`src/rtl/rgb2hsv_if.sv`:
```
// Pixel stream bundle for rgb2hsv: RGB888 + syncs in, fixed-point HSV + delayed syncs out.
// The master drives the pixels. The slave is the converter.
interface rgb2hsv_if;
  logic [7:0] rgb_r;
  logic [7:0] rgb_g;
  logic [7:0] rgb_b;
  logic       vs;
  logic       hs;
  logic       de;
  logic [8:0] o_hsv_h;
  logic [8:0] o_hsv_s;
  logic [7:0] o_hsv_v;
  logic       hsv_vs;
  logic       hsv_hs;
  logic       hsv_de;

  modport master (
    output rgb_r, rgb_g, rgb_b, vs, hs, de,
    input  o_hsv_h, o_hsv_s, o_hsv_v, hsv_vs, hsv_hs, hsv_de
  );

  modport slave (
    input  rgb_r, rgb_g, rgb_b, vs, hs, de,
    output o_hsv_h, o_hsv_s, o_hsv_v, hsv_vs, hsv_hs, hsv_de
  );
endinterface

```
`src/rtl/rgb2hsv.sv`:
```
// rgb2hsv: 5-stage RGB888 -> HSV (H 0..359, S 0..256, V 0..255), syncs delayed in lockstep.
// Optional macro RGB2HSV_DE_GATE_EN forces H/S/V to 0 whenever the delayed de is low.
module rgb2hsv (
  input logic      clk,
  input logic      reset,
  rgb2hsv_if.slave bus
);
  typedef enum logic [1:0] {SEC_R, SEC_G, SEC_B} sector_t;

  logic [4:0][2:0] sync_sr;

  logic [7:0]  r1, g1, b1;
  logic [7:0]  max1, min1, diff1;
  sector_t     sec1;
  logic        neg1;

  logic [7:0]  delta2, max2;
  logic [13:0] hnum2;
  logic [15:0] snum2;
  sector_t     sec2;
  logic        neg2;

  logic [7:0]  hdiv, sdiv;
  logic [5:0]  hq;
  logic [8:0]  sq;

  logic [5:0]  q3;
  logic [8:0]  s3;
  logic [7:0]  v3;
  sector_t     sec3;
  logic        neg3, flat3;

  logic [8:0]  h_calc;
  logic [8:0]  h4, s4;
  logic [7:0]  v4;

  logic        keep;
  logic [8:0]  h5, s5;
  logic [7:0]  v5;

  always_ff @(posedge clk or posedge reset) begin
    if (reset) sync_sr <= '0;
    else       sync_sr <= {sync_sr[3:0], {bus.vs, bus.hs, bus.de}};
  end

  always_ff @(posedge clk or posedge reset) begin
    if (reset) begin
      r1 <= '0;
      g1 <= '0;
      b1 <= '0;
    end else begin
      r1 <= bus.rgb_r;
      g1 <= bus.rgb_g;
      b1 <= bus.rgb_b;
    end
  end

  // Sector picks the max component with tie priority r > g > b.
  always_comb begin
    sec1  = SEC_B;
    neg1  = 1'b0;
    diff1 = 8'd0;
    if (r1 >= g1 && r1 >= b1) sec1 = SEC_R;
    else if (g1 >= b1)        sec1 = SEC_G;
    min1 = (r1 <= g1 && r1 <= b1) ? r1 : ((g1 <= b1) ? g1 : b1);
    case (sec1)
      SEC_R: begin
        max1 = r1;
        if (g1 >= b1) diff1 = g1 - b1;
        else begin diff1 = b1 - g1; neg1 = 1'b1; end
      end
      SEC_G: begin
        max1 = g1;
        if (b1 >= r1) diff1 = b1 - r1;
        else begin diff1 = r1 - b1; neg1 = 1'b1; end
      end
      default: begin
        max1 = b1;
        if (r1 >= g1) diff1 = r1 - g1;
        else begin diff1 = g1 - r1; neg1 = 1'b1; end
      end
    endcase
  end

  always_ff @(posedge clk or posedge reset) begin
    if (reset) begin
      delta2 <= '0;
      max2   <= '0;
      hnum2  <= '0;
      snum2  <= '0;
      sec2   <= SEC_R;
      neg2   <= 1'b0;
    end else begin
      delta2 <= max1 - min1;
      max2   <= max1;
      hnum2  <= {6'd0, diff1} * 14'd60;
      snum2  <= {max1 - min1, 8'h00};
      sec2   <= sec1;
      neg2   <= neg1;
    end
  end

  // Divisors are never zero; the degenerate cases are overridden on registration.
  assign hdiv = (delta2 == 8'd0) ? 8'd1 : delta2;
  assign sdiv = (max2 == 8'd0) ? 8'd1 : max2;
  assign hq   = 6'(hnum2 / {6'd0, hdiv});
  assign sq   = 9'(snum2 / {8'd0, sdiv});

  always_ff @(posedge clk or posedge reset) begin
    if (reset) begin
      q3    <= '0;
      s3    <= '0;
      v3    <= '0;
      sec3  <= SEC_R;
      neg3  <= 1'b0;
      flat3 <= 1'b0;
    end else begin
      q3    <= (delta2 == 8'd0) ? 6'd0 : hq;
      s3    <= (max2 == 8'd0) ? 9'd0 : sq;
      v3    <= max2;
      sec3  <= sec2;
      neg3  <= neg2;
      flat3 <= (delta2 == 8'd0);
    end
  end

  // 360 degrees is reported as 0 so H always stays within 0..359.
  always_comb begin
    h_calc = 9'd0;
    if (!flat3) begin
      case (sec3)
        SEC_R:   h_calc = (neg3 && q3 != 6'd0) ? 9'd360 - {3'd0, q3} : (neg3 ? 9'd0 : {3'd0, q3});
        SEC_G:   h_calc = neg3 ? 9'd120 - {3'd0, q3} : 9'd120 + {3'd0, q3};
        default: h_calc = neg3 ? 9'd240 - {3'd0, q3} : 9'd240 + {3'd0, q3};
      endcase
    end
  end

  always_ff @(posedge clk or posedge reset) begin
    if (reset) begin
      h4 <= '0;
      s4 <= '0;
      v4 <= '0;
    end else begin
      h4 <= h_calc;
      s4 <= s3;
      v4 <= v3;
    end
  end

`ifdef RGB2HSV_DE_GATE_EN
  assign keep = sync_sr[3][0];
`else
  assign keep = 1'b1;
`endif

  always_ff @(posedge clk or posedge reset) begin
    if (reset) begin
      h5 <= '0;
      s5 <= '0;
      v5 <= '0;
    end else begin
      h5 <= keep ? h4 : 9'd0;
      s5 <= keep ? s4 : 9'd0;
      v5 <= keep ? v4 : 8'd0;
    end
  end

  assign bus.o_hsv_h = h5;
  assign bus.o_hsv_s = s5;
  assign bus.o_hsv_v = v5;
  assign bus.hsv_vs  = sync_sr[4][2];
  assign bus.hsv_hs  = sync_sr[4][1];
  assign bus.hsv_de  = sync_sr[4][0];
endmodule

```
`src/flat_wrapper.sv`:
```
// flat-port wrapper written by rule: the top's interface ports become plain ports
module rgb2hsv_flat 
  (clk, reset, bus_rgb_r, bus_rgb_g, bus_rgb_b, bus_vs, bus_hs, bus_de, bus_o_hsv_h, bus_o_hsv_s, bus_o_hsv_v, bus_hsv_vs, bus_hsv_hs, bus_hsv_de);
  rgb2hsv_if bus_i ();
  input logic clk;
  input logic reset;
  input wire logic [$bits(bus_i.rgb_r)-1:0] bus_rgb_r;
  input wire logic [$bits(bus_i.rgb_g)-1:0] bus_rgb_g;
  input wire logic [$bits(bus_i.rgb_b)-1:0] bus_rgb_b;
  input wire logic [$bits(bus_i.vs)-1:0] bus_vs;
  input wire logic [$bits(bus_i.hs)-1:0] bus_hs;
  input wire logic [$bits(bus_i.de)-1:0] bus_de;
  output wire logic [$bits(bus_i.o_hsv_h)-1:0] bus_o_hsv_h;
  output wire logic [$bits(bus_i.o_hsv_s)-1:0] bus_o_hsv_s;
  output wire logic [$bits(bus_i.o_hsv_v)-1:0] bus_o_hsv_v;
  output wire logic [$bits(bus_i.hsv_vs)-1:0] bus_hsv_vs;
  output wire logic [$bits(bus_i.hsv_hs)-1:0] bus_hsv_hs;
  output wire logic [$bits(bus_i.hsv_de)-1:0] bus_hsv_de;
  assign bus_i.rgb_r = bus_rgb_r;
  assign bus_i.rgb_g = bus_rgb_g;
  assign bus_i.rgb_b = bus_rgb_b;
  assign bus_i.vs = bus_vs;
  assign bus_i.hs = bus_hs;
  assign bus_i.de = bus_de;
  assign bus_o_hsv_h = bus_i.o_hsv_h;
  assign bus_o_hsv_s = bus_i.o_hsv_s;
  assign bus_o_hsv_v = bus_i.o_hsv_v;
  assign bus_hsv_vs = bus_i.hsv_vs;
  assign bus_hsv_hs = bus_i.hsv_hs;
  assign bus_hsv_de = bus_i.hsv_de;
  rgb2hsv u_core (.clk(clk), .reset(reset), .bus(bus_i));
endmodule
```
`config.mk`:
```
export PLATFORM = sky130hd
export DESIGN_NAME = rgb2hsv_flat
export DESIGN_NICKNAME = d
export VERILOG_FILES = /design/src/rtl/rgb2hsv_if.sv /design/src/rtl/rgb2hsv.sv /design/src/flat_wrapper.sv
export SDC_FILE = /design/constraint.sdc
export NUM_CORES = 1
export LEC_CHECK = 0
export ABC_CLOCK_PERIOD_IN_PS = 34000
export BUFFER_PORTS_ARGS = -buffer_cell sky130_fd_sc_hd__buf_2
export CAP_MARGIN = 20
export CORE_UTILIZATION = 55
export DETAILED_ROUTE_END_ITERATION = 7
export PLACE_DENSITY = 0.71
export SLEW_MARGIN = 20
export SYNTH_ARGS = -nofsm -noshare
export SYNTH_HDL_FRONTEND = slang
export SYNTH_SLANG_ARGS = --single-unit
```
`constraint.sdc`:
```
create_clock -name clk -period 34 [get_ports clk]
set_clock_uncertainty 0.05 [all_clocks]
set_input_delay 1.7 -clock clk [delete_from_list [all_inputs] [get_ports clk]]
set_output_delay 1.7 -clock clk [all_outputs]
set_load 0.02 [all_outputs]
```
Word-level counts from Yosys, hierarchy flattened:

Cells that the tools add are included.

* register bits after elaboration: 149
* output and inout bits: 29
* bits of input ports: 29

* $lt $le $gt $ge: 7
* eq/ne operators: 2
* reductions and logical operators: 8
* multiplexer cells: 23
* $add $sub $neg: 12
* multipliers: 1
* div/mod/pow operators: 2

Operator list (count)
* two-way mux 8 bit: 7
* subtractor 8 bit: 7
* two-way mux 9 bit: 5
* greater-or-equal comparator 8 bit: 4
* case mux 8 bit (2 select lines): 2
* <= comparator 8 bit: 3
* case mux 9 bit (2 select lines): 1
* divider 16 x 8 -> 16 bit: 1
* zero test 8 bit: 2
* divider 14 x 8 -> 14 bit: 1
* multiplier 8 x 4 -> 12 bit (second input constant): 1
* two-way mux 6 bit: 2
* adder 8 x 6 -> 9 bit (first input constant): 1
* subtractor 8 x 6 -> 9 bit (first input constant): 1
* subtractor 9 x 6 -> 9 bit (first input constant): 1
* adder 7 x 6 -> 8 bit (first input constant): 1
* subtractor 7 x 6 -> 8 bit (first input constant): 1
* nonzero test 6 bit: 1
* == test 2 x 1 -> 1 bit (second input constant): 2
* zero test 2 bit: 2
* two-way mux 2 bit: 2
* logical AND 1 bit: 3
* two-way mux 1 bit: 3
* case mux 1 bit (2 select lines): 1

Longest topological paths before layout:

* depth in word-level cells: 6
* mapped depth: 161

Worst setup path after synthesis:

No wires, ideal clock.

* path type: reg-to-reg
* start: reg u_core.max2[3]
* end: reg u_core.s3[0]
* data arrival time: 29067 ps
* path slack: 4724 ps
* period minus slack after synthesis: 29276 ps
* cell stages (with the launch flop): 153
* buffers on the path: 15
* path through: dfrtp_1 > clkbuf_1 > nor3_4 > a21o_2 > inv_2 > clkbuf_1 > clkbuf_1 > clkbuf_1 > ha_1 > nor2_1 > mux2i_1 > nand2_1 > nand2_1 > a32o_1 > ha_1 > o211ai_1 > a211oi_1 > or3b_1 > [... 117 more ...] > and2_1 > o21ai_0 > nand2b_1 > a31o_2 > nor2_1 > mux2i_1 > nor4_4 > buf_2 > o31ai_1 > ha_1 > a21o_1 > a21oi_1 > nor2_1 > a221oi_1 > nand4_1 > a21oi_1 > o211a_1 > a31oi_1

* cells in the longest elaborated chain, start to end: 4

Ends and longest elaborated chain
* start: declaration: RTL line rgb2hsv.sv:17 `logic [7:0] delta2, max2;`
* start signal: assignment: RTL line rgb2hsv.sv:95 `max2 <= max1;`
* zero test 8 bit: RTL line rgb2hsv.sv:105, rgb2hsv.sv:119
* two-way mux 8 bit: RTL line rgb2hsv.sv:105 `assign sdiv = (max2 == 8'd0) ? 8'd1 : max2;`
* divider 16 x 8 -> 16 bit: RTL line rgb2hsv.sv:107 `assign sq = 9'(snum2 / {8'd0, sdiv});`
* two-way mux 9 bit *: RTL line rgb2hsv.sv:119 `s3 <= (max2 == 8'd0) ? 9'd0 : sq;`
* end signal: assignment: RTL line rgb2hsv.sv:119
* end: declaration: RTL line rgb2hsv.sv:28 `logic [8:0] s3;`

Every way passes the cells marked *; elsewhere a longest branch is shown, timed or not.

Final worst setup path:

* start: reg u_core.max2[1]
* end: reg u_core.s3[0]

The elaborated chain is that of the path after synthesis.

==> metrics.cfg <==
[cts]
htreeDepth = 4
cts_sinks = 149
cts_tree = yes
postCtsHoldBufs = 0
cts_buffer_depth = 2
cts_buffers = 17
clkTransAtPathRegs_ns = 0.07
clkLatencyLatePin_ns = 0.45
cts-root-buf = clkbuf_16

[run_status]
violations = DRC
status = finished, violations left

[detailed_routing]
viasPerCell = 6.15
post-route-drc-count = 5
drt_wl_total_mm = 43.4
vias = 15500
ant_nets = 0
wire_per_inst_microns = 17.2
dr.pass1.iters = 8
drtIter0Drc = 1133

[critical_path]
start_kind = flop
crit_fanout = 33
required_ns = 34.27
slowest_delay_ns = 0.60
slowest_stage = dfrtp_1
path_class = flop to flop
cpMostUsedCell = o21ai_0
arrival_ns = 31.76
crit_path_end_kind = flop

[layout]
syn_to_final_growth_pct = 7.64
final_nets = 2417
layout_commonest_cell = ha_1
num_antenna_cells = 0
layout-drive-gt1-share = 0.0963
layout_common_cells = ha_1, nand2_1, nor2_1
instances_no_fill = 2524

[logic_synthesis]
syn_inst = 2078
synth_seq_area_share = 0.215
yosysWarnings = 0
synth_area_leaders = dfrtp_1, ha_1, nand2_1, a21oi_1, nor2_1
yosysUniqueCellTypes = 95
async_reset_ff_frac = 1.00
synth-edff-count = 0
synth_area_sq_um = 17400
synth-main-ff-cell = dfrtp_1
syn_avg_cell_area_sq_um = 8.36
synth_top_cell_area_share = 0.215
synth_nets = 2379
ys_seq_elements = 149
synth_top_area_cell = dfrtp_1

[floorplan]
die_x_microns = 180
core_sq_um = 30800
num_rows = 64
die_height_microns = 180
dieArea_sq_um = 32300
io_pins = 58
initial_core_util = 0.563

[place]
gp_congestion = 0.939
hpwl_mm = 33.5
dp_cells = 2485
port-buffer-count = 57

[timing]
slew-limit-headroom = 0.286
max_freq_ghz = 0.0318
finalSetupViolCount = 0
fin_crit_sh = 0.926
finalHoldViolations = 0
min_period_ns = 31.48
report.final.slew_viol_count = 0
tightestPinTransition_ns = 1.06

[min_path]
hp-class = flop to flop

[job]
max-cap-violations = 0

[global_route]
gr-total-overflow = 0
grt_pass1_wl_mm = 72.6
grt_start_max_net_pins = 80
grt_pass1_vias = 15000
track_usage = 0.273
antenna_found_initial = 0

repair_timing:
action / in CTS / in global routing
resized for setup: 0 / 7
endpoints found under the hold margin: 0 / 0
setup buffers: 0 / 8
endpoints found under the setup margin: 0 / 2
final cells by class:
| cell class | count | area, sq um |
|---|---|---|
| Fill cell | 2674 | 12100 |
| Inverter | 130 | 493 |
| Tap cell | 396 | 495 |
| Timing Repair Buffer | 83 | 493 |
| Sequential cell | 149 | 3730 |
| Clock inverter | 13 | 150 |
| Multi-Input combinational cell | 1735 | 12900 |
| Clock buffer | 18 | 429 |
flip-flops by register name, indices dropped and copies added (netlist names), 6 cells and up:
name,cells
u_core.g1,8
u_core.max2,8
u_core.q3,6
u_core.snum2,8
u_core.s4,9
u_core.h4,9
u_core.v4,8
u_core.sync_sr,12
u_core.bus.o_hsv_v,8
u_core.r1,8
u_core.hnum2,12
u_core.bus.o_hsv_s,9
u_core.s3,9
u_core.v3,8
u_core.b1,8
u_core.bus.o_hsv_h,9
worst max-delay path, delay by kind of cell, from the launching register on:
kind                     cells  cell delay (ns)
AO/OA/AOI/OAI               71            15.47
adder cells (fa/ha/maj)     16             4.98
multiplexers                 4             0.96
flip-flops                   1             0.60
AND/OR/NAND/NOR             46             8.11
buffers and inverters        5             1.14
metrics by stage:
| step | worst slack [ns] | hold WS, ns | util | TNS [ns] | area (sq um) |
|---|---|---|---|---|---|
| floorplan | 4.72 | 0.281 | - | 0 | 17400 |
| detailed placement | 1.80 | 0.285 | 0.584 | 0 | 18000 |
| CTS | 1.62 | 0.295 | 0.603 | 0 | 18600 |
| global placement | 2.75 | 0.282 | 0.584 | 0 | 18000 |
| finish | 2.52 | 0.292 | 0.606 | 0 | 18700 |
| global route | -0.0403 | 0.295 | 0.606 | -0.0403 | 18700 |
path summary, 6_finish.rpt:
path	from	cells past startpoint	to	slack [ns]
setup / recovery	u_core.max2[1]	142	u_core.s3[0]	2.52
hold / removal	u_core.v4[2]	0	u_core.bus.o_hsv_v[2]	0.29
setup reg to reg	u_core.max2[1]	142	u_core.s3[0]	2.52
hold reg to reg	u_core.v4[2]	0	u_core.bus.o_hsv_v[2]	0.29
max in group asynchronous	reset	3	u_core.bus.o_hsv_v[6]	31.21
min in group asynchronous	reset	2	u_core.bus.o_hsv_h[1]	1.34
kinds of logic after synthesis:
group                      after synthesis  share of synthesized area
and+or+nand+nor                        657                      0.190
AOI/OAI and AO/OA                      619                      0.242
adders and majority gates              272                      0.205
buffers and inverters                  194                     0.0444
DFF                                    149                      0.215
xor gates and xnor gates               101                     0.0509
muxes                                   86                     0.0525
Yosys cell counts (6+ instances only):
cell type  instances
ha_1             250
nand2_1          175
nor2_1           166
dfrtp_1          149
inv_1            129
a21oi_1          127
o21ai_0          119
nor3_1            90
o21a_1            80
xnor2_1           68
a21o_1            67
clkbuf_1          51
mux2i_1           48
o31ai_1           46
nand2b_1          38
mux2_2            35
xor2_1            33
nor2b_1           24
nand3_1           23
fa_1              22
nand4_1           22
a31oi_1           19
or3_1             19
a211oi_1          18
o21bai_1          16
and2_1            15
o211ai_1          14
and3_1            13
or2_2             13
nor4_1            11
a211o_1            9
o21ai_1            9
a221oi_1           8
a21boi_0           7
buf_2              7
a2111oi_0          6
a221o_1            6
nor3b_1            6
per-layer routing:
layer / GRT usage / up-vias / wire, microns
met5: 0 / - / 0
met4: 0.0910 / 0 / 1040
met3: 0.0379 / 70 / 2120
met2: 0.458 / 411 / 20400
met1: 0.360 / 7377 / 19900
li1: - / 7674 / -
Power is left out: the tool's default activity adds up to more than one toggle a clock period on the data nets, which glitch-free logic cannot reach.
